[config.mk]
export PLATFORM = sky130hd
export DESIGN_NAME = waves_replay_flat
export DESIGN_NICKNAME = d
export VERILOG_FILES = /design/src/rtl/waves_replay_pkg.sv /design/src/rtl/waves_replay_if.sv /design/src/rtl/waves_replay.sv /design/src/flat_wrapper.sv
export SDC_FILE = /design/constraint.sdc
export NUM_CORES = 1
export LEC_CHECK = 0
export CAP_MARGIN = 40
export CORE_ASPECT_RATIO = 0.7
export CORE_MARGIN = 2
export CORE_UTILIZATION = 55
export CTS_CLUSTER_DIAMETER = 40
export DETAILED_ROUTE_END_ITERATION = 8
export PLACE_DENSITY = 0.88
export RECOVER_POWER = 25
export SLEW_MARGIN = 30
export SYNTH_ARGS = -nofsm -noshare
export SYNTH_HDL_FRONTEND = slang
export SYNTH_SLANG_ARGS = --single-unit
[constraint.sdc]
create_clock -name clock -period 5.55 [get_ports clock]
set_input_delay 1.11 -clock clock [delete_from_list [all_inputs] [get_ports clock]]
set_output_delay 1.11 -clock clock [all_outputs]
set_load 0.02 [all_outputs]
[src/rtl/waves_replay_pkg.sv]
// -----------------------------------------------------------------------------
// waves_replay_pkg
// Shared types and helpers for the waves_replay playback engine.
//   state_e  : playback FSM states (IDLE, LOAD, WAIT, DONE)
//   rec_t    : one value-change record {delta, value, last} at default widths
//   sat_inc  : saturating increment for the 32-bit time counter
// No ports (package).
// -----------------------------------------------------------------------------
package waves_replay_pkg;

  localparam int unsigned DEF_WIDTH   = 32;
  localparam int unsigned DEF_DELTA_W = 16;
  localparam int unsigned TIME_W      = 32;

  typedef enum logic [1:0] {
    ST_IDLE = 2'd0,
    ST_LOAD = 2'd1,
    ST_WAIT = 2'd2,
    ST_DONE = 2'd3
  } state_e;

  typedef struct packed {
    logic [DEF_DELTA_W-1:0] delta;
    logic [DEF_WIDTH-1:0]   value;
    logic                   last;
  } rec_t;

  // Counts up but sticks at all-ones instead of wrapping.
  function automatic logic [TIME_W-1:0] sat_inc(input logic [TIME_W-1:0] v);
    return (&v) ? v : v + TIME_W'(1);
  endfunction

endpackage

[src/rtl/waves_replay_if.sv]
// -----------------------------------------------------------------------------
// waves_replay_if
// Bundles the control, record-stream and replay-output signals of waves_replay.
//   Control : start, abort (pulses from the controller)
//   Record  : rec_valid/rec_ready handshake carrying rec_delta, rec_value,
//             rec_last
//   Output  : sig_out, sig_update (replayed bus and its change strobe)
//   Status  : busy, done, underrun, time_count
// Modports:
//   master : the record source / controller side
//   slave  : the playback engine side
// -----------------------------------------------------------------------------
interface waves_replay_if #(
  parameter int unsigned WIDTH   = 32,
  parameter int unsigned DELTA_W = 16
) ();
  import waves_replay_pkg::*;

  logic               start;
  logic               abort;
  logic               rec_valid;
  logic               rec_ready;
  logic [DELTA_W-1:0] rec_delta;
  logic [WIDTH-1:0]   rec_value;
  logic               rec_last;
  logic [WIDTH-1:0]   sig_out;
  logic               sig_update;
  logic               busy;
  logic               done;
  logic               underrun;
  logic [TIME_W-1:0]  time_count;

  modport master (
    output start, abort, rec_valid, rec_delta, rec_value, rec_last,
    input  rec_ready, sig_out, sig_update, busy, done, underrun, time_count
  );

  modport slave (
    input  start, abort, rec_valid, rec_delta, rec_value, rec_last,
    output rec_ready, sig_out, sig_update, busy, done, underrun, time_count
  );

endinterface

[src/rtl/waves_replay.sv]
// -----------------------------------------------------------------------------
// waves_replay
// Plays back a stream of value-change records onto sig_out, spacing each
// apply by the record's cycle delta (delta 0 behaves as 1).
// Ports:
//   clock    : rising-edge clock
//   reset_n  : asynchronous active-low reset
//   bus      : waves_replay_if.slave (control, record stream, output, status)
// Parameters:
//   WIDTH, DELTA_W : value and delta widths (must match the interface)
//   RESET_VALUE    : sig_out value after reset
// -----------------------------------------------------------------------------
module waves_replay
  import waves_replay_pkg::*;
#(
  parameter int unsigned      WIDTH       = DEF_WIDTH,
  parameter int unsigned      DELTA_W     = DEF_DELTA_W,
  parameter logic [WIDTH-1:0] RESET_VALUE = '0
) (
  input  logic          clock,
  input  logic          reset_n,
  waves_replay_if.slave bus
);

  state_e              state_q, state_d;
  logic [DELTA_W-1:0]  cnt_q;
  logic [WIDTH-1:0]    pend_value_q;
  logic                pend_last_q;
  logic [WIDTH-1:0]    sig_out_q;
  logic                sig_update_q;
  logic                underrun_q;
  logic [TIME_W-1:0]   time_q;

  logic rec_ready;
  logic busy;
  logic done;
  logic apply;
  logic accept;
  logic cnt_zero;
  logic start_ok;

  // Cycles to wait after acceptance: max(delta,1)-1, so the apply lands
  // max(delta,1) edges after the accepting edge.
  function automatic logic [DELTA_W-1:0] first_cnt(input logic [DELTA_W-1:0] d);
    return (d == '0) ? '0 : d - DELTA_W'(1);
  endfunction

  assign cnt_zero = (cnt_q == '0);
  assign accept   = bus.rec_valid && rec_ready && !bus.abort;
  assign start_ok = bus.start && !bus.abort &&
                    ((state_q == ST_IDLE) || (state_q == ST_DONE));

  // ---------------------------------------------------------------------------
  // FSM: state register
  // ---------------------------------------------------------------------------
  always_ff @(posedge clock or negedge reset_n) begin
    if (!reset_n) begin
      state_q <= ST_IDLE;
    end else begin
      state_q <= state_d;
    end
  end

  // ---------------------------------------------------------------------------
  // FSM: next-state logic (abort wins over everything)
  // ---------------------------------------------------------------------------
  always_comb begin
    state_d = state_q;
    if (bus.abort) begin
      state_d = ST_IDLE;
    end else begin
      unique case (state_q)
        ST_IDLE, ST_DONE: begin
          if (bus.start) state_d = ST_LOAD;
        end
        ST_LOAD: begin
          if (accept) state_d = ST_WAIT;
        end
        ST_WAIT: begin
          if (cnt_zero) begin
            if (pend_last_q)  state_d = ST_DONE;
            else if (!accept) state_d = ST_LOAD;  // source was late
          end
        end
        default: state_d = ST_IDLE;
      endcase
    end
  end

  // ---------------------------------------------------------------------------
  // FSM: outputs. rec_ready depends on registered state only, so the source
  // never sees a combinational path from rec_valid back to rec_ready.
  // ---------------------------------------------------------------------------
  always_comb begin
    rec_ready = 1'b0;
    busy      = 1'b0;
    done      = 1'b0;
    apply     = 1'b0;
    unique case (state_q)
      ST_LOAD: begin
        rec_ready = 1'b1;
        busy      = 1'b1;
      end
      ST_WAIT: begin
        busy = 1'b1;
        if (cnt_zero) begin
          apply     = !bus.abort;
          // Prefetch the next record in the apply cycle unless this is the end.
          rec_ready = !pend_last_q;
        end
      end
      ST_DONE: done = 1'b1;
      default: ;
    endcase
  end

  // ---------------------------------------------------------------------------
  // Datapath: pending record, countdown, replayed output, status
  // ---------------------------------------------------------------------------
  always_ff @(posedge clock or negedge reset_n) begin
    if (!reset_n) begin
      cnt_q        <= '0;
      pend_value_q <= '0;
      pend_last_q  <= 1'b0;
      sig_out_q    <= RESET_VALUE;
      sig_update_q <= 1'b0;
      underrun_q   <= 1'b0;
      time_q       <= '0;
    end else begin
      sig_update_q <= apply;
      if (apply) begin
        sig_out_q <= pend_value_q;
      end

      if (accept) begin
        pend_value_q <= bus.rec_value;
        pend_last_q  <= bus.rec_last;
        cnt_q        <= first_cnt(bus.rec_delta);
      end else if ((state_q == ST_WAIT) && !cnt_zero) begin
        cnt_q <= cnt_q - DELTA_W'(1);
      end

      // Next record missing at the apply instant: flag it, spacing restarts
      // from that record's acceptance.
      if (apply && !pend_last_q && !bus.rec_valid) begin
        underrun_q <= 1'b1;
      end

      if (start_ok) begin
        time_q     <= '0;
        underrun_q <= 1'b0;
      end else if (busy) begin
        time_q <= sat_inc(time_q);
      end
    end
  end

  assign bus.rec_ready  = rec_ready;
  assign bus.sig_out    = sig_out_q;
  assign bus.sig_update = sig_update_q;
  assign bus.busy       = busy;
  assign bus.done       = done;
  assign bus.underrun   = underrun_q;
  assign bus.time_count = time_q;

endmodule

[src/flat_wrapper.sv]
// flat-port wrapper written by rule: the top's interface ports become plain ports
module waves_replay_flat import waves_replay_pkg::*;
#(
  parameter int unsigned      WIDTH       = DEF_WIDTH,
  parameter int unsigned      DELTA_W     = DEF_DELTA_W,
  parameter logic [WIDTH-1:0] RESET_VALUE = '0
)
  (clock, reset_n, bus_start, bus_abort, bus_rec_valid, bus_rec_delta, bus_rec_value, bus_rec_last, bus_rec_ready, bus_sig_out, bus_sig_update, bus_busy, bus_done, bus_underrun, bus_time_count);
  waves_replay_if #(.WIDTH(WIDTH), .DELTA_W(DELTA_W)) bus_i ();
  input  logic clock;
  input  logic reset_n;
  input wire logic [$bits(bus_i.start)-1:0] bus_start;
  input wire logic [$bits(bus_i.abort)-1:0] bus_abort;
  input wire logic [$bits(bus_i.rec_valid)-1:0] bus_rec_valid;
  input wire logic [$bits(bus_i.rec_delta)-1:0] bus_rec_delta;
  input wire logic [$bits(bus_i.rec_value)-1:0] bus_rec_value;
  input wire logic [$bits(bus_i.rec_last)-1:0] bus_rec_last;
  output wire logic [$bits(bus_i.rec_ready)-1:0] bus_rec_ready;
  output wire logic [$bits(bus_i.sig_out)-1:0] bus_sig_out;
  output wire logic [$bits(bus_i.sig_update)-1:0] bus_sig_update;
  output wire logic [$bits(bus_i.busy)-1:0] bus_busy;
  output wire logic [$bits(bus_i.done)-1:0] bus_done;
  output wire logic [$bits(bus_i.underrun)-1:0] bus_underrun;
  output wire logic [$bits(bus_i.time_count)-1:0] bus_time_count;
  assign bus_i.start = bus_start;
  assign bus_i.abort = bus_abort;
  assign bus_i.rec_valid = bus_rec_valid;
  assign bus_i.rec_delta = bus_rec_delta;
  assign bus_i.rec_value = bus_rec_value;
  assign bus_i.rec_last = bus_rec_last;
  assign bus_rec_ready = bus_i.rec_ready;
  assign bus_sig_out = bus_i.sig_out;
  assign bus_sig_update = bus_i.sig_update;
  assign bus_busy = bus_i.busy;
  assign bus_done = bus_i.done;
  assign bus_underrun = bus_i.underrun;
  assign bus_time_count = bus_i.time_count;
  waves_replay #(.WIDTH(WIDTH), .DELTA_W(DELTA_W), .RESET_VALUE(RESET_VALUE)) u_core (.clock(clock), .reset_n(reset_n), .bus(bus_i));
endmodule
==> results of run 1 <==
## cells by family after synthesis
logic type | share of synthesized area (%)
fa+ha+maj | 1.72
simple gates | 17.8
compound gates | 6.66
xor+xnor | 2.86
buf+inv | 2.92
mux | 17.7
flops | 50.3
## registers in the layout (all words and copies together), names as in the netlist
name / count
u_core.bus.sig_out: 32
u_core.bus.time_count: 32
u_core.pend_value_q: 32
u_core.cnt_q: 16
u_core.state_q: 2
u_core.bus.sig_update: 1
u_core.bus.underrun: 1
u_core.pend_last_q: 1
## report_power, final
group,switching (mW),internal (mW)
sequential,0.161,1.05
combinational,0.264,0.287
clock,0.391,0.820
## metrics by stage
| stage | util [%] | setup WS [ns] | hold WS, ns |
|---|---|---|---|
| finish | 75.6 | 1.65 | 0.504 |
| global route | 75.6 | 1.52 | 0.522 |
| CTS | 75.5 | 1.64 | 0.506 |
| detailed placement | 69.1 | 1.99 | 0.491 |
| global placement | 69.0 | 2.13 | 0.481 |
| floorplan | - | 2.61 | 0.475 |
## final cells by class
class	count	area, sq um
multi-input cells	374	2730
clock buffers	20	457
repair buffers	128	1260
well taps	132	165
clock inverters	12	201
flip-flops and latches	117	2930
inverters	12	45.0
fillers	661	2520
## per-layer routing
| layer | share of wire (%) | wire length (um) |
|---|---|---|
| met2 | 49 | 7450 |
| met3 | 9.1 | 1380 |
| met1 | 40 | 6070 |
| met4 | 1.1 | 162 |
| met5 | 0 | 0 |
## cells in the final DEF (no fill, tap or decap), types with 4 or more instances in the layout
cell / instances
a21oi_1: 22
and4_1: 4
buf_4: 5
bufinv_16: 5
clkbuf_16: 17
clkdlybuf4s50_1: 121
dfrtp_1: 117
ha_1: 8
inv_1: 12
mux2_2: 66
mux2i_1: 29
nand2_1: 44
nand2b_1: 5
nand3_1: 11
nand4_1: 11
nor2_1: 31
nor2b_1: 6
nor3_1: 23
nor3b_1: 6
nor4_1: 7
o211ai_1: 4
o21ai_0: 13
o31ai_1: 7
or2_2: 4
or3_1: 16
or4_1: 8
xnor2_1: 16
## worst max path at each step
stage                     cells past startpoint              end  slack, ns
after detailed placement                      8  u_core.cnt_q[1]       1.99
final                                         5    bus_rec_ready       1.65
after CTS                                     5    bus_rec_ready       1.64
after global routing                          5    bus_rec_ready       1.52
after floorplan                               4    bus_rec_ready       2.61
after global placement                        5    bus_rec_ready       2.13
## worst max-delay path, cell delays in order, from the launching register on
cell and delay (ns):
dfrtp_1 0.41, or4_4 0.57, nor4_4 0.46, a31oi_2 0.18, nor2_1 0.13, clkdlybuf4s50_1 0.63
==> impl_results.html, run 1 <==
<table>
<tr><th>Metric</th><th>Value</th></tr>
<tr><th colspan="2">Logic synthesis</th></tr>
<tr><td>Number of warnings issued by yosys</td><td>0</td></tr>
<tr><td>Synthesized instance count</td><td>523</td></tr>
<tr><td>Post-synthesis sequential element count</td><td>117</td></tr>
<tr><td>Synth area leader</td><td>dfrtp_1</td></tr>
<tr><td>Count of flip-flops with a built-in enable after synthesis</td><td>0</td></tr>
<tr><td>Proportion of synthesized chip area in sequential cells</td><td>50.3%</td></tr>
<tr><td>Main area contributors after synthesis</td><td>dfrtp_1 (50%), mux2_2 (13%), mux2i_1 (5.0%), nand2_1 (2.8%), xnor2_1 (2.4%)</td></tr>
<tr><td>Most common library cells after synthesis</td><td>dfrtp_1 (117), mux2_2 (66), nand2_1 (44)</td></tr>
<tr><td>Most repeated cell in the gate-level netlist after synthesis</td><td>dfrtp_1</td></tr>
<tr><td>Post-Syn Area per Cell</td><td>11.1 sq um</td></tr>
<tr><td>Area fraction of the dominant cell type after synthesis</td><td>50.3%</td></tr>
<tr><td>Cell variety after synth</td><td>47</td></tr>
<tr><td>Area of the mapped netlist</td><td>0.00582 sq mm</td></tr>
<tr><td>Fraction of synthesis flops using an asynchronous set or reset pin</td><td>100%</td></tr>
<tr><td>Main flop type after synthesis</td><td>dfrtp_1</td></tr>
<tr><td>Net Count, Synth</td><td>585</td></tr>
<tr><th colspan="2">Route</th></tr>
<tr><td>Avg WL per Cell</td><td>18.9 um</td></tr>
<tr><td>Post-detailed-route via-to-cell ratio</td><td>5.98</td></tr>
<tr><td>Post-detailed-route DRC marker count</td><td>0</td></tr>
<tr><td>Number of antenna-violating nets in the routed design</td><td>0</td></tr>
<tr><td>Total iterations of the first detailed-routing run</td><td>5</td></tr>
<tr><td>DRC marker count from the first detailed-route iteration</td><td>414</td></tr>
<tr><td>Routed Wire Length</td><td>15,100 um</td></tr>
<tr><td>DR vias</td><td>4,753</td></tr>
<tr><th colspan="2">Clock network</th></tr>
<tr><td>CTS clk-pin slew, worst paths</td><td>0.05 ns</td></tr>
<tr><td>Post_cts resized</td><td>0</td></tr>
<tr><td>Count of buffers added by post-CTS timing repair for setup</td><td>0</td></tr>
<tr><td>Buffer type at the clock tree root</td><td>clkbuf_16</td></tr>
<tr><td>Max H-tree Level</td><td>4</td></tr>
<tr><td>CTS Buffer Depth</td><td>2</td></tr>
<tr><td>Clock tree from TritonCTS</td><td>yes</td></tr>
<tr><td>Quantity of hold-fixing buffers added after cts</td><td>0</td></tr>
<tr><td># clock sinks</td><td>117</td></tr>
<tr><td>Total clock buffers created by CTS</td><td>17</td></tr>
<tr><td>Clock latency of the later-clocked register in the worst-skew pair</td><td>0.41 ns</td></tr>
<tr><th colspan="2">Placed design</th></tr>
<tr><td>Dpl cells</td><td>762</td></tr>
<tr><td>Routability congestion estimate</td><td>0.895</td></tr>
<tr><td>HPWL Detailed</td><td>10,400 um</td></tr>
<tr><td>Port-buffer cells</td><td>122</td></tr>
<tr><td>Placed Instance Area</td><td>0.00713 sq mm</td></tr>
<tr><th colspan="2">Global routing</th></tr>
<tr><td>Total Routing Usage GR</td><td>28.0%</td></tr>
<tr><td>Number of antenna violations at the first check in global routing</td><td>0</td></tr>
<tr><td>Met2 Resource Use GR</td><td>46.8%</td></tr>
<tr><td>Met3 Use GR</td><td>9.82%</td></tr>
<tr><td>Top Usage Layer GRT</td><td>met2</td></tr>
<tr><td>Largest net degree at the start of global routing</td><td>84</td></tr>
<tr><td>Met1 global-route usage</td><td>34.3%</td></tr>
<tr><td>Via count of the first global-routing pass</td><td>4,910</td></tr>
<tr><td>Global-route wire length before repair</td><td>25,100 um</td></tr>
<tr><td>Total congestion overflow</td><td>0</td></tr>
<tr><th colspan="2">Worst setup path</th></tr>
<tr><td>Depth of the worst register-to-register path</td><td>6</td></tr>
<tr><td>Crit Path Max Fanout</td><td>7</td></tr>
<tr><td>CP Launch Point</td><td>u_core.cnt_q[8]</td></tr>
<tr><td>Crit Path Class</td><td>reg2out</td></tr>
<tr><td>R2R Setup Slk</td><td>2.48 ns</td></tr>
<tr><td>Worst Setup Start Kind</td><td>flip-flop</td></tr>
<tr><td>RR Endpoint</td><td>u_core.pend_value_q[13]</td></tr>
<tr><td>Beginning of the worst register-to-register path</td><td>u_core.cnt_q[8]</td></tr>
<tr><td>Required time worst endpoint</td><td>4.44 ns</td></tr>
<tr><td>Category of the worst setup path capture point</td><td>primary output</td></tr>
<tr><td>Data arrival, critical path</td><td>2.79 ns</td></tr>
<tr><th colspan="2">Die</th></tr>
<tr><td>Core region area</td><td>0.0103 sq mm</td></tr>
<tr><td>Starting density of the core</td><td>56.5%</td></tr>
<tr><td>Number of placement rows</td><td>31</td></tr>
<tr><td>Die Span X</td><td>127 um</td></tr>
<tr><td>Ports</td><td>123</td></tr>
<tr><td>Chip Height</td><td>90.1 um</td></tr>
<tr><td>Floorplan die area</td><td>0.0114 sq mm</td></tr>
<tr><th colspan="2">Hold path</th></tr>
<tr><td>Hold depth</td><td>1</td></tr>
<tr><td>Class of the tightest hold or removal check</td><td>reg2reg</td></tr>
<tr><td>Hold Crit Start</td><td>u_core.pend_value_q[26]</td></tr>
<tr><td>Hold Path Sink</td><td>u_core.pend_value_q[26]</td></tr>
<tr><th colspan="2">Power</th></tr>
<tr><td>Worst vdd rail ir drop</td><td>0.237 mV</td></tr>
<tr><td>Pwr per Cell Area</td><td>381 mW/mm^2</td></tr>
<tr><td>Pwr Total</td><td>2.97 mW</td></tr>
<tr><td>P_leak</td><td>3.19 nW</td></tr>
<tr><th colspan="2">STA</th></tr>
<tr><td>Final critical-path required period</td><td>3.90 ns</td></tr>
<tr><td>Actual slew at the worst max-slew pin</td><td>0.786 ns</td></tr>
<tr><td>Final cycle utilization of the critical path</td><td>70.4%</td></tr>
<tr><td>RSZ-0062 raised after global routing</td><td>false</td></tr>
<tr><td>Total count of max-transition violations in the final report</td><td>0</td></tr>
<tr><td>Final setup vio count</td><td>0</td></tr>
<tr><td>Final hold vios</td><td>0</td></tr>
<tr><td>Largest clock skew in the final design</td><td>0.00776 ns</td></tr>
<tr><td>Headroom to the max-slew limit</td><td>47.6%</td></tr>
<tr><td>F_max</td><td>256 MHz</td></tr>
<tr><td>Sum Neg Setup Slack</td><td>0 ns</td></tr>
<tr><th colspan="2">Flow run</th></tr>
<tr><td>Max-cap violation count</td><td>0</td></tr>
<tr><th colspan="2">Status</th></tr>
<tr><td>Status</td><td>finished clean</td></tr>
<tr><th colspan="2">Final layout</th></tr>
<tr><td>Diode count</td><td>0</td></tr>
<tr><td>Layout cell share with drive strength beyond 1</td><td>17.2%</td></tr>
<tr><td>Area growth from synthesis to final layout</td><td>33.8%</td></tr>
<tr><td>Number of nets in the finished design</td><td>712</td></tr>
<tr><td>Post-route cell area</td><td>0.00779 sq mm</td></tr>
<tr><td>Count of placed standard cells in the final layout, fillers left out</td><td>795</td></tr>
</table>
Power figures use the tool's default switching activity.
==> inputs of run 2 (changes only) <==
- CORE_UTILIZATION: 55 -> 46
- PLACE_DENSITY: 0.88 -> 0.79
- clock period: 5.55 -> 3.3 ns (I/O delays scaled with it)
==> run 2 against run 1 <==
Register-to-register slack got worse by 2.0 ns. Design area down 0.29%. First-iteration DRC count down 33%. Flip-flop and latch count is the same. Die area up 19%. Clock power grew 42%. Largest power group unchanged. Highest routed layer unchanged.
==> impl_results.html, run 2 (synthesis gave the netlist of run 1 again) <==
<table>
<tr><th>Metric</th><th>Value</th></tr>
<tr><th colspan="2">Die</th></tr>
<tr><td>Number of placement rows</td><td>34 (+9.7%)</td></tr>
<tr><td>Die Span X</td><td>138 um (+9.1%)</td></tr>
<tr><td>Ports</td><td>123 (unchanged)</td></tr>
<tr><td>Chip Height</td><td>98.1 um (+8.9%)</td></tr>
<tr><td>Starting density of the core</td><td>47.0% (-9.4 points)</td></tr>
<tr><td>Core region area</td><td>0.0124 sq mm (+20%)</td></tr>
<tr><td>Floorplan die area</td><td>0.0136 sq mm (+19%)</td></tr>
<tr><th colspan="2">Clock network</th></tr>
<tr><td>Count of buffers added by post-CTS timing repair for setup</td><td>0 (unchanged)</td></tr>
<tr><td>Buffer type at the clock tree root</td><td>clkbuf_16</td></tr>
<tr><td>CTS Buffer Depth</td><td>2 (unchanged)</td></tr>
<tr><td>Quantity of hold-fixing buffers added after cts</td><td>0 (unchanged)</td></tr>
<tr><td>Post_cts resized</td><td>1 (+1)</td></tr>
<tr><td># clock sinks</td><td>117 (unchanged)</td></tr>
<tr><td>Clock tree from TritonCTS</td><td>yes</td></tr>
<tr><td>CTS clk-pin slew, worst paths</td><td>0.06 ns (about the same)</td></tr>
<tr><td>Clock latency of the later-clocked register in the worst-skew pair</td><td>0.40 ns (about the same)</td></tr>
<tr><td>Max H-tree Level</td><td>4 (unchanged)</td></tr>
<tr><td>Total clock buffers created by CTS</td><td>17 (unchanged)</td></tr>
<tr><th colspan="2">Global routing</th></tr>
<tr><td>Total Routing Usage GR</td><td>22.1% (-5.9 points)</td></tr>
<tr><td>Via count of the first global-routing pass</td><td>4,757 (-3.1%)</td></tr>
<tr><td>Total congestion overflow</td><td>0 (unchanged)</td></tr>
<tr><td>Number of antenna violations at the first check in global routing</td><td>0 (unchanged)</td></tr>
<tr><td>Global-route wire length before repair</td><td>24,200 um (-3.7%)</td></tr>
<tr><td>Largest net degree at the start of global routing</td><td>103 (+23%)</td></tr>
<tr><th colspan="2">Worst setup path</th></tr>
<tr><td>Data arrival, critical path</td><td>2.39 ns (-0.40 ns)</td></tr>
<tr><td>Crit Path Max Fanout</td><td>4 (-3)</td></tr>
<tr><td>Worst Setup Start Kind</td><td>flip-flop</td></tr>
<tr><td>Crit-path cells</td><td>or4_4 -&gt; nor4_4 -&gt; a31oi_2 -&gt; nor2_1 -&gt; dlygate4sd2_1</td></tr>
<tr><td>Crit Path Class</td><td>reg2out</td></tr>
<tr><td>Category of the worst setup path capture point</td><td>primary output</td></tr>
<tr><td>Required time worst endpoint</td><td>2.64 ns (-1.80 ns)</td></tr>
<tr><td>Critical path's slowest cell</td><td>or4_4</td></tr>
<tr><td>Critical Path Max Stage Delay</td><td>0.59 ns (-0.04 ns)</td></tr>
<tr><th colspan="2">Final layout</th></tr>
<tr><td>Area used by sequential logic in the layout</td><td>0.00293 sq mm (unchanged)</td></tr>
<tr><td>Post-route cell area</td><td>0.00777 sq mm (-0.29%)</td></tr>
<tr><td>Layout cell share with drive strength beyond 1</td><td>17.5% (+0.32 points)</td></tr>
<tr><td>Diode count</td><td>0 (unchanged)</td></tr>
<tr><td>Area growth from synthesis to final layout</td><td>33.4%</td></tr>
<tr><td>Fillers</td><td>915 (+38%)</td></tr>
<tr><td>Number of nets in the finished design</td><td>717 (+0.70%)</td></tr>
<tr><td>Top library cells by usage in the layout, fill and taps aside</td><td>clkdlybuf4s50_1 (120), dfrtp_1 (117), mux2_2 (66)</td></tr>
<tr><td>Area taken by multi-input logic gates</td><td>0.00273 sq mm (-0.18%)</td></tr>
<tr><td>Leading cell type in the layout, fill and taps excluded</td><td>clkdlybuf4s50_1</td></tr>
<tr><th colspan="2">Placed design</th></tr>
<tr><td>Placed Instance Area</td><td>0.00723 sq mm (+1.4%)</td></tr>
<tr><td>Routability congestion estimate</td><td>0.857 (-4.3%)</td></tr>
<tr><td>Port-buffer cells</td><td>122 (unchanged)</td></tr>
<tr><td>HPWL Detailed</td><td>9910 um (-4.3%)</td></tr>
<tr><th colspan="2">Status</th></tr>
<tr><td>Status</td><td>finished clean</td></tr>
<tr><th colspan="2">Power</th></tr>
<tr><td>Pwr Total</td><td>4.64 mW (+56%)</td></tr>
<tr><td>P_leak</td><td>3.16 nW (-0.86%)</td></tr>
<tr><td>P_int</td><td>3.28 mW (+52%)</td></tr>
<tr><td>Pwr per Cell Area</td><td>597 mW/mm^2 (+57%)</td></tr>
<tr><td>Net Sw Frac</td><td>29.3% (+1.9 points)</td></tr>
<tr><td>Worst vdd rail ir drop</td><td>0.388 mV (+64%)</td></tr>
<tr><td>Share of total power in the clock network</td><td>37.0% (-3.8 points)</td></tr>
<tr><td>Psw</td><td>1.36 mW (+67%)</td></tr>
<tr><td>Combinational Power Share</td><td>19.4% (+0.8 points)</td></tr>
<tr><td>Sequential cell fraction of total power</td><td>43.6% (+3.0 points)</td></tr>
<tr><th colspan="2">STA</th></tr>
<tr><td>Fin Hold WS</td><td>0.338 ns (-0.167 ns)</td></tr>
<tr><td>Total count of max-transition violations in the final report</td><td>0 (unchanged)</td></tr>
<tr><td>Largest clock skew in the final design</td><td>0.00914 ns (+0.00138 ns)</td></tr>
<tr><td>Actual slew at the worst max-slew pin</td><td>1.36 ns (+0.572 ns)</td></tr>
<tr><td>Headroom to the max-slew limit</td><td>9.47% (-38 points)</td></tr>
<tr><td>RSZ-0062 raised after global routing</td><td>false</td></tr>
<tr><td>F_max</td><td>328 MHz</td></tr>
<tr><td>Sum Neg Setup Slack</td><td>0 ns (unchanged)</td></tr>
<tr><td>Final setup vio count</td><td>0 (unchanged)</td></tr>
<tr><td>Final cycle utilization of the critical path</td><td>92.4%</td></tr>
<tr><td>Final critical-path required period</td><td>3.05 ns</td></tr>
<tr><td>Final hold vios</td><td>0 (unchanged)</td></tr>
<tr><th colspan="2">Route</th></tr>
<tr><td>Post-detailed-route via-to-cell ratio</td><td>5.57 (-6.9%)</td></tr>
<tr><td>Number of antenna-violating nets in the routed design</td><td>0 (unchanged)</td></tr>
<tr><td>Post-detailed-route DRC marker count</td><td>0 (unchanged)</td></tr>
<tr><td>DR vias</td><td>4,620 (-2.8%)</td></tr>
<tr><td>DRC marker count from the first detailed-route iteration</td><td>279 (-33%)</td></tr>
<tr><td>Avg WL per Cell</td><td>17.2 um (-9.1%)</td></tr>
<tr><td>Routed Wire Length</td><td>14,300 um (-5.1%)</td></tr>
<tr><td>Total iterations of the first detailed-routing run</td><td>5 (unchanged)</td></tr>
<tr><th colspan="2">Flow run</th></tr>
<tr><td>Max-cap violation count</td><td>0 (unchanged)</td></tr>
<tr><th colspan="2">Hold path</th></tr>
<tr><td>Class of the tightest hold or removal check</td><td>in2async</td></tr>
</table>
-- run 2: cell count changes in the layout (fill, tap and decap cells not counted), moves of 2 or more --
cell	change
buf_4	+4
bufinv_16	-4
clkbuf_8	-2
clkinvlp_4	+3
inv_6	+2
-- run 2: path summary, 6_finish.rpt --
check	startpoint	end	slack, ns	cells past startpoint
max	u_core.cnt_q[8]	bus_rec_ready	0.25	5
min	reset_n	u_core.bus.time_count[6]	0.34	1
max reg2reg	u_core.state_q[0]	u_core.bus.time_count[27]	0.44	7
min reg2reg	u_core.bus.time_count[5]	u_core.bus.time_count[5]	0.50	1
max in group asynchronous	reset_n	u_core.bus.sig_out[13]	1.03	2
min in group clock	u_core.bus.time_count[5]	u_core.bus.time_count[5]	0.50	1
-- run 2: final cells by class --
type                       instances  area share [%]
sequential                       117            37.7
multi-input combinational        374            35.1
timing repair buffer             133            16.8
clock buffer                      18            5.52
tap                              162            2.61
clock inverter                    14            1.67
inverter                          12           0.580
-- run 2: layer usage --
metal	vias up	wire (um)	GRT usage [%]
met4	0	174	7.93
met1	2223	6240	29.1
met5	-	0	0
met3	23	1270	7.60
met2	201	6610	34.2
li1	2173	-	-
-- run 2: critical path, delay by kind of cell (launching register included) --
family	cells	cell delay, ns
AND/OR/NAND/NOR	3	1.05
flip-flops	1	0.42
buffers and inverters	1	0.36
AO/OA/AOI/OAI	1	0.16
-- run 2: power by group through the flow --
stage,Sequential [mW],Clock [mW],Combinational [mW]
4_1_cts,2.02,1.75,0.912
6_report,2.02,1.72,0.901
2_1_floorplan,1.98,0,0.614
3_5_place_dp,2.04,0,0.905
3_3_place_gp,2.00,0,0.869
5_1_grt,2.06,1.83,0.994
-- run 2: stage by stage --
| step | utilization (%) | cells | worst slack, ns |
|---|---|---|---|
| 3_5_place_dp | 58.4 | 798 | 0.408 |
| 4_1_cts | 62.9 | 830 | 0.233 |
| 2_1_floorplan | - | 523 | 0.766 |
| 3_3_place_gp | 58.4 | 798 | 0.453 |
| 6_report | 62.8 | 830 | 0.252 |
| 5_1_grt | 62.8 | 830 | 0.143 |
